## src/rtl/ov7670_pattern_gen_if.sv

```systemverilog
// Camera-side bus of the OV7670 emulator: run controls going in, sensor
// timing and frame status coming out.
interface ov7670_pattern_gen_if;
    logic       enable;
    logic [1:0] pattern;
    logic       vsync;
    logic       href;
    logic [7:0] px_data;
    logic       frame_done;
    logic [7:0] frame_cnt;

    // generator side
    modport master (
        input  enable, pattern,
        output vsync, href, px_data, frame_done, frame_cnt
    );

    // capture / controller side
    modport slave (
        output enable, pattern,
        input  vsync, href, px_data, frame_done, frame_cnt
    );
endinterface

```

## src/rtl/ov7670_pattern_gen.sv

```systemverilog
// OV7670 sensor emulator: produces vsync/href/px_data with RGB565 two-bytes-
// per-pixel timing and selectable test patterns. The counters describe the
// cycle currently on the outputs. Each edge computes the next cycle's position
// and registers the outputs decoded from it, so every output is a flop.
module ov7670_pattern_gen #(
    parameter int          H_PIX       = 160,
    parameter int          V_LINES     = 120,
    parameter int          H_BLANK     = 16,
    parameter int          VSYNC_CYC   = 64,
    parameter int          VBP_CYC     = 32,
    parameter int          VFP_CYC     = 32,
    parameter logic [15:0] SOLID_COLOR = 16'hF800
) (
    input  logic           pclk,
    input  logic           rst,
    ov7670_pattern_gen_if.master cam
);

    localparam int CW = 16;
    localparam logic [CW-1:0] VS_LAST  = CW'(VSYNC_CYC - 1);
    localparam logic [CW-1:0] VBP_LAST = CW'(VBP_CYC - 1);
    localparam logic [CW-1:0] HB_LAST  = CW'(H_BLANK - 1);
    localparam logic [CW-1:0] VFP_LAST = CW'(VFP_CYC - 1);
    localparam logic [8:0]    COL_LAST = 9'(H_PIX - 1);
    localparam logic [7:0]    ROW_LAST = 8'(V_LINES - 1);
    localparam logic [8:0]    BAR_LAST = 9'(H_PIX / 8 - 1);

    typedef enum logic [2:0] {
        S_IDLE,
        S_VSYNC,
        S_VBP,
        S_ACTIVE,
        S_HBLANK,
        S_VFP
    } state_t;

    state_t        state_q, state_d;
    logic [CW-1:0] cnt_q, cnt_d;        // cycles spent in timed states
    logic [8:0]    col_q, col_d;
    logic [7:0]    row_q, row_d;
    logic          ph_q, ph_d;          // 0 = high byte, 1 = low byte
    logic [2:0]    bar_q, bar_d;        // colour-bar index
    logic [8:0]    barcnt_q, barcnt_d;  // pixels into current bar
    logic [1:0]    pat_q, pat_d;        // pattern frozen for the frame
    logic [7:0]    fcnt_q, fcnt_d;
    logic          vsync_q, vsync_d;
    logic          href_q, href_d;
    logic          done_q, done_d;
    logic [7:0]    px_q, px_d;
    logic [15:0]   pix;

    function automatic logic [15:0] bar_color(input logic [2:0] idx);
        case (idx)
            3'd0:    return 16'hFFFF;
            3'd1:    return 16'hFFE0;
            3'd2:    return 16'h07FF;
            3'd3:    return 16'h07E0;
            3'd4:    return 16'hF81F;
            3'd5:    return 16'hF800;
            3'd6:    return 16'h001F;
            default: return 16'h0000;
        endcase
    endfunction

    // Next position in the frame: state, timing counter, pixel coordinates.
    always_comb begin
        state_d  = state_q;
        cnt_d    = cnt_q + 1'b1;
        col_d    = col_q;
        row_d    = row_q;
        ph_d     = ph_q;
        bar_d    = bar_q;
        barcnt_d = barcnt_q;
        pat_d    = pat_q;
        case (state_q)
            S_IDLE: begin
                cnt_d = '0;
                if (cam.enable) begin
                    state_d = S_VSYNC;
                    pat_d   = cam.pattern;
                end
            end
            S_VSYNC: begin
                if (cnt_q == VS_LAST) begin
                    state_d = S_VBP;
                    cnt_d   = '0;
                end
            end
            S_VBP: begin
                if (cnt_q == VBP_LAST) begin
                    state_d  = S_ACTIVE;
                    cnt_d    = '0;
                    row_d    = '0;
                    col_d    = '0;
                    ph_d     = 1'b0;
                    bar_d    = '0;
                    barcnt_d = '0;
                end
            end
            S_ACTIVE: begin
                cnt_d = '0;
                if (!ph_q) begin
                    ph_d = 1'b1;
                end else if (col_q == COL_LAST) begin
                    ph_d    = 1'b0;
                    state_d = (row_q == ROW_LAST) ? S_VFP : S_HBLANK;
                end else begin
                    ph_d  = 1'b0;
                    col_d = col_q + 9'd1;
                    // bar index advances by width counting, no divider needed
                    if (barcnt_q == BAR_LAST) begin
                        barcnt_d = '0;
                        bar_d    = bar_q + 3'd1;
                    end else begin
                        barcnt_d = barcnt_q + 9'd1;
                    end
                end
            end
            S_HBLANK: begin
                if (cnt_q == HB_LAST) begin
                    state_d  = S_ACTIVE;
                    cnt_d    = '0;
                    row_d    = row_q + 8'd1;
                    col_d    = '0;
                    ph_d     = 1'b0;
                    bar_d    = '0;
                    barcnt_d = '0;
                end
            end
            S_VFP: begin
                if (cnt_q == VFP_LAST) begin
                    cnt_d = '0;
                    if (cam.enable) begin
                        state_d = S_VSYNC;
                        pat_d   = cam.pattern;
                    end else begin
                        state_d = S_IDLE;
                    end
                end
            end
            default: begin
                state_d = S_IDLE;
                cnt_d   = '0;
            end
        endcase
    end

    // Pixel colour at the next output position.
    always_comb begin
        pix = SOLID_COLOR;
        case (pat_d)
            2'd0:    pix = bar_color(bar_d);
            2'd1:    pix = {col_d[4:0], row_d[5:0], 5'b0};
            2'd2:    pix = (col_d[3] ^ row_d[3]) ? 16'hFFFF : 16'h0000;
            default: pix = SOLID_COLOR;
        endcase
    end

    // Output decode of the next position; frame_done marks the last VFP cycle.
    always_comb begin
        vsync_d = (state_d == S_VSYNC);
        href_d  = (state_d == S_ACTIVE);
        px_d    = 8'h00;
        if (href_d) begin
            px_d = ph_d ? pix[7:0] : pix[15:8];
        end
        done_d = (state_d == S_VFP) && (cnt_d == VFP_LAST);
        fcnt_d = done_d ? fcnt_q + 8'd1 : fcnt_q;
    end

    // State and output registers; reset wins over any frame position.
    always_ff @(posedge pclk) begin
        if (rst) begin
            state_q  <= S_IDLE;
            cnt_q    <= '0;
            col_q    <= '0;
            row_q    <= '0;
            ph_q     <= 1'b0;
            bar_q    <= '0;
            barcnt_q <= '0;
            pat_q    <= '0;
            fcnt_q   <= '0;
            vsync_q  <= 1'b0;
            href_q   <= 1'b0;
            done_q   <= 1'b0;
            px_q     <= '0;
        end else begin
            state_q  <= state_d;
            cnt_q    <= cnt_d;
            col_q    <= col_d;
            row_q    <= row_d;
            ph_q     <= ph_d;
            bar_q    <= bar_d;
            barcnt_q <= barcnt_d;
            pat_q    <= pat_d;
            fcnt_q   <= fcnt_d;
            vsync_q  <= vsync_d;
            href_q   <= href_d;
            done_q   <= done_d;
            px_q     <= px_d;
        end
    end

    assign cam.vsync      = vsync_q;
    assign cam.href       = href_q;
    assign cam.px_data    = px_q;
    assign cam.frame_done = done_q;
    assign cam.frame_cnt  = fcnt_q;

endmodule

```

## src/flat_wrapper.sv

```systemverilog
// flat-port wrapper written by rule: the top's interface ports become plain ports
module ov7670_pattern_gen_flat 
#(
    parameter int          H_PIX       = 160,
    parameter int          V_LINES     = 120,
    parameter int          H_BLANK     = 16,
    parameter int          VSYNC_CYC   = 64,
    parameter int          VBP_CYC     = 32,
    parameter int          VFP_CYC     = 32,
    parameter logic [15:0] SOLID_COLOR = 16'hF800
)
  (pclk, rst, cam_enable, cam_pattern, cam_vsync, cam_href, cam_px_data, cam_frame_done, cam_frame_cnt);
  ov7670_pattern_gen_if cam_i ();
  input  logic pclk;
  input  logic rst;
  input wire logic [$bits(cam_i.enable)-1:0] cam_enable;
  input wire logic [$bits(cam_i.pattern)-1:0] cam_pattern;
  output wire logic [$bits(cam_i.vsync)-1:0] cam_vsync;
  output wire logic [$bits(cam_i.href)-1:0] cam_href;
  output wire logic [$bits(cam_i.px_data)-1:0] cam_px_data;
  output wire logic [$bits(cam_i.frame_done)-1:0] cam_frame_done;
  output wire logic [$bits(cam_i.frame_cnt)-1:0] cam_frame_cnt;
  assign cam_i.enable = cam_enable;
  assign cam_i.pattern = cam_pattern;
  assign cam_vsync = cam_i.vsync;
  assign cam_href = cam_i.href;
  assign cam_px_data = cam_i.px_data;
  assign cam_frame_done = cam_i.frame_done;
  assign cam_frame_cnt = cam_i.frame_cnt;
  ov7670_pattern_gen #(.H_PIX(H_PIX), .V_LINES(V_LINES), .H_BLANK(H_BLANK), .VSYNC_CYC(VSYNC_CYC), .VBP_CYC(VBP_CYC), .VFP_CYC(VFP_CYC), .SOLID_COLOR(SOLID_COLOR)) u_core (.pclk(pclk), .rst(rst), .cam(cam_i));
endmodule
```

## config.mk

```make
export PLATFORM = sky130hd
export DESIGN_NAME = ov7670_pattern_gen_flat
export DESIGN_NICKNAME = d
export VERILOG_FILES = /design/src/rtl/ov7670_pattern_gen_if.sv /design/src/rtl/ov7670_pattern_gen.sv /design/src/flat_wrapper.sv
export SDC_FILE = /design/constraint.sdc
export NUM_CORES = 1
export LEC_CHECK = 0
export ABC_AREA = 1
export BUFFER_PORTS_ARGS = -buffer_cell sky130_fd_sc_hd__clkbuf_2
export CAP_MARGIN = 25
export CORE_UTILIZATION = 65
export CTS_CLUSTER_SIZE = 20
export DETAILED_ROUTE_END_ITERATION = 12
export HOLD_SLACK_MARGIN = 0.1
export PLACE_DENSITY = 0.93
export RECOVER_POWER = 100
export SLEW_MARGIN = 5
export SYNTH_ARGS = -nofsm -noshare
export SYNTH_HDL_FRONTEND = slang
export SYNTH_SLANG_ARGS = --single-unit
```

## constraint.sdc

```tcl
create_clock -name pclk -period 4.3 [get_ports pclk]
set_input_delay 0.215 -clock pclk [delete_from_list [all_inputs] [get_ports pclk]]
set_output_delay 0.215 -clock pclk [all_outputs]
set_load 0.01 [all_outputs]
```

**After elaboration in Yosys (flattened, before gate mapping)**

Cells that the tools add are included.

- Reductions and logical operators: 10
- Bitwise logic cells: 2
- Mux-type cells: 45
- $add $sub $neg: 6
- Eq/ne operators: 27

Operators by type and width:

| kind | number |
|---|---|
| $pmux 16 s7 | 1 |
| $pmux 16 s3 | 2 |
| $mux 9 | 9 |
| $mux 16 | 4 |
| $pmux 9 s3 | 2 |
| $mux 3 | 12 |
| $eq 16x5->1 const B | 2 |
| $mux 8 | 3 |
| $add 9x1->9 const B | 2 |
| $eq 3x3->1 const B | 6 |
| $pmux 3 s6 | 1 |
| $add 16x1->16 const B | 1 |
| $add 8x1->8 const B | 2 |
| $eq 16x4->1 const B | 1 |
| $eq 16x6->1 const B | 1 |
| $pmux 8 s2 | 1 |
| $eq 3x2->1 const B | 5 |
| $eq 3x1->1 const B | 3 |
| $eq 9x5->1 const B | 1 |
| $eq 9x8->1 const B | 1 |
| $pmux 3 s3 | 1 |
| $eq 8x7->1 const B | 1 |
| $logic_not 3->1 | 2 |
| $ne 2x1->1 const B | 3 |
| 17 further kinds | 23 |

- Register bits: 70
- Input port bits: 5
- Logic and storage cells: 105

**Logic depth before layout (Yosys ltp)**

- Depth in word-level cells: 9
- Mapped depth: 18
- Mapped depth without buffers: 18

**Worst setup path after synthesis**

Ideal clock, no wire load.

- Path type: reg-to-reg
- Start point: register u_core.cnt_q[0]
- End point: register u_core.barcnt_q[8]
- Cell stages (with the launch flop): 14
- Data required time: 4,183 ps
- Period minus slack after synthesis: 1,904 ps
- Path slack: 2,396 ps
- Setup time: 117 ps
- Arrival: 1,787 ps
- Cells stage by stage: dfxtp_1 > ha_1 > nand3_4 > nor2_1 > nand2_2 > nand2_4 > nand3_4 > nor2_4 > buf_6 > nand2_4 > nor2_4 > nand4_2 > o21ai_1 > a21oi_1

- Longest elaborated chain between the ends: 3

RTL lines:

| what | line | text |
|---|---|---|
| start, declared | ov7670_pattern_gen.sv:38 | `logic [CW-1:0] cnt_q, cnt_d;` |
| start signal, assigned | ov7670_pattern_gen.sv:189 | `cnt_q <= cnt_d;` |
| $eq 16x4->1 or $eq 16x5->1 (tied branches) | ov7670_pattern_gen.sv:120, ov7670_pattern_gen.sv:90 |  |
| $ne 2x1->1 (no source line) | - |  |
| $reduce_and 5->1 (no source line) * | - |  |
| end signal, assigned | ov7670_pattern_gen.sv:194 | `barcnt_q <= barcnt_d;` |
| end, declared | ov7670_pattern_gen.sv:43 | `logic [8:0] barcnt_q, barcnt_d;` |

Mark *: on every way between the ends. The rest lies on a longest branch, timed or not.
A chain may end at the register's enable or synchronous reset.

**Worst setup path in the final report**

- Start point: register u_core.cnt_q[0]
- End point: register u_core.fcnt_q[2] (netlist: u_core.cam.frame_cnt[2])

- Longest elaborated chain between the ends: 5

RTL lines:

| what | line | text |
|---|---|---|
| $add 16x1->16, or another cell as far along | ov7670_pattern_gen.sv:68 | `cnt_d = cnt_q + 1'b1;` |
| $mux 16, or another cell as far along | ov7670_pattern_gen.sv:90, ov7670_pattern_gen.sv:131 |  |
| $pmux 16 s3 or $pmux 3 s6 (tied branches) | ov7670_pattern_gen.sv:75 | `case (state_q)` |
| $eq 16x5->1 or $eq 3x3->1 (tied branches) | ov7670_pattern_gen.sv:167 | `done_d = (state_d == S_VFP) && (cnt_d == VFP_LAST);` |
| $logic_and 1x1->1 * | ov7670_pattern_gen.sv:167 |  |
| end signal, assigned | ov7670_pattern_gen.sv:196 | `fcnt_q <= fcnt_d;` |
| end, declared | ov7670_pattern_gen.sv:45 | `logic [7:0] fcnt_q, fcnt_d;` |

Marked as above.

==> flow_summary.yaml <==
cells_and_area:
  final_cell_mix: "nand2_1, inv_1, nor2_1"
  synthToLayoutAreaGrowth_pct: 4.403
  final_common_cell: "nand2_1"
  final_util: 0.7079
  drive_gt1_frac: 0.07171
  regArea_um2: 1401
  fin_nets: 761
  num_antenna_cells: 0
  n_fill_cell: 610
  multiInputGateArea_um2: 2625
cts:
  htreeDepth: 3
  post_cts_buffers: 0
  cts_buffer_depth: 2
  path_clk_slew_ns: 0.07
  cts_hold_buf: 0
  cts_resized: 0
  clock-root-buffer: "clkbuf_8"
  clk_latency_ns: 0.35
  cts_buffers: 9
  cts_tree: "done"
  clock_sinks: 70
die:
  die_area_um2: 7468
  pin_count: 24
  fp-row-count: 30
  die_h_um: 86.42
  die_w_um: 86.42
  start_util: 0.6780
  core_area_um2: 6832
synthesis:
  ys_types: 42
  synth_seq_cells: 70
  synth_top_area_frac: 0.3025
  postSynthAreaPerCell_um2: 6.354
  synth_cells: 729
  synthesis.area_um2: 4632
  ys_warn_count: 0
  synth_seq_area_share: 0.3025
  synth_nets: 740
  synth_area_leader_cell: "dfxtp_1"
  synth_area_leaders: "dfxtp_1, nand2_1, inv_1"
sta:
  fin_crit_ns: 3.164
  rsz0062_at_grt: "no"
  tns_ns: 0
  fmax_ghz: 0.3160
  slew_headroom: 0.1296
  min_period_over_period: 0.7359
  finalHoldViolCount: 0
  fin_worst_skew_ns: 0.007254
  finalWorstSetupSlack_ns: 1.136
  setup_violations: 0
  drv_slew: 0
  worst_pin_slew_ns: 1.292
routing:
  via_per_inst: 5.663
  dr_total_vias: 4808
  dr.first_iter.drc_count: 308
  routedWlPerCell_um: 13.59
  drtPass1Iterations: 5
  route.detailed.drc: 0
  drt_wl_total_mm: 11.54
  detail-route-antenna-nets: 0
pwr:
  peakVddDrop_v: 0.0001925
  leakage_uw: 0.002207
  power_density_nw_per_um2: 257.4
hold_path:
  worst_hold_path_type: "in -> reg"
  hold_depth: 4
worst_setup_path:
  start_kind: "flop"
  critical_path_required_ns: 4.50
  critPathKind: "reg -> reg"
  cp.arrival_ns: 3.37
  end_kind: "flop"
  r2r.worst_path.cells: 12
  cp_max_fo: 8
run_status:
  status: "finished clean"
global_route:
  grt_antenna_before_repair: 0
  grt_pass1_vias: 4400
  grt.overflow.total: 0
  track_usage: 0.3267
  grt_max_degree: 33
  grt_pass1_wl_mm: 19.31
place:
  portBuffers: 23
  dpl.hpwl_mm: 8.767
  pre_cts_ws_ns: 1.901
  gp_congestion: 0.8812
job:
  cap_violations: 0
metrics by stage:
stage                     cell area, µm²  std cells  hold WS (ns)  total power [µW]
final                               4836        849        0.3488              1245
after detailed placement            4795        835        0.4675             744.5
after CTS                           4987        849        0.3345              1252
after global routing                4836        849        0.3584              1297
after floorplan                     4632        729        0.2991             727.7
after global placement              4795        835        0.4426             742.3
worst max-delay path: stages (launching register included):
cell     delay [ns]
dfxtp_1        0.36
ha_1           0.20
nand3_1        0.21
nor2_1         0.21
nand2_1        0.22
nand2_1        0.31
nand3_1        0.28
nand3_1        0.21
nand2_1        0.09
nor2_1         0.36
nand3_1        0.33
nand2_1        0.14
a21oi_1        0.07
state kept, by name, indices dropped and copies added, names as in the netlist, 2 cells and up:
| signal | count |
|---|---|
| u_core.col_q | 9 |
| u_core.cnt_q | 16 |
| u_core.pat_q | 2 |
| u_core.row_q | 8 |
| u_core.barcnt_q | 9 |
| u_core.state_q | 3 |
| u_core.bar_q | 3 |
| u_core.cam.px_data | 8 |
| u_core.cam.frame_cnt | 8 |
report_power, final:
part	switching [µW]	leakage, µW	internal (µW)	total (µW)
sequential	2.25	0.000565	652	654
combinational	53.5	0.00154	22.6	76.1
clock	233	0.000101	282	515
cell type report:
type                       count  area share
multi-input combinational    538      0.5428
sequential                    70      0.2898
inverter                     108     0.08383
clock buffer                  14     0.03984
tap                           96     0.02484
timing repair buffer          23     0.01889
path summary, 6_finish.rpt:
check | end | slack [ns] | start
max | u_core.cam.frame_cnt[2] | 1.14 | u_core.cnt_q[0]
min | u_core.pat_q[0] | 0.35 | cam_pattern[0]
max reg2reg | u_core.cam.frame_cnt[2] | 1.14 | u_core.cnt_q[0]
min reg2reg | u_core.barcnt_q[8] | 0.47 | u_core.barcnt_q[8]
per-layer routing:
metal	GRT usage	vias up	wire, µm
met5	0	-	0
met4	0.1606	0	422
met3	0.06857	48	666
met2	0.5606	194	5664
met1	0.3878	2182	4784
li1	-	2384	-
synth_stat cells, drive strengths merged:
cell and instances:
nor3b 1, and3 2, mux2 2, o21a 2, nor2 104, nand3 88
xnor2 4, buf 10, dfxtp 70, xor2 8, o21bai 2, o22ai 2
a31oi 5, ha 6, nand3b 3, nand4 19, or2 2, clkbuf 3
and3b 1, a21oi 32, o211ai 7, mux2i 1, a41oi 1, inv 108
o21ai 26, nand2 208, nor3 12
logic make-up after synthesis:
logic type,count (synthesis),share of synthesized area
AOI/OAI and AO/OA,77,0.09535
xor gates and xnor gates,12,0.02269
adders and majority gates,6,0.01621
muxes,3,0.007023
and+or+nand+nor,440,0.4530
buffers and inverters,121,0.1032
DFF,70,0.3025
No activity file was read; power rests on OpenSTA's default activity.
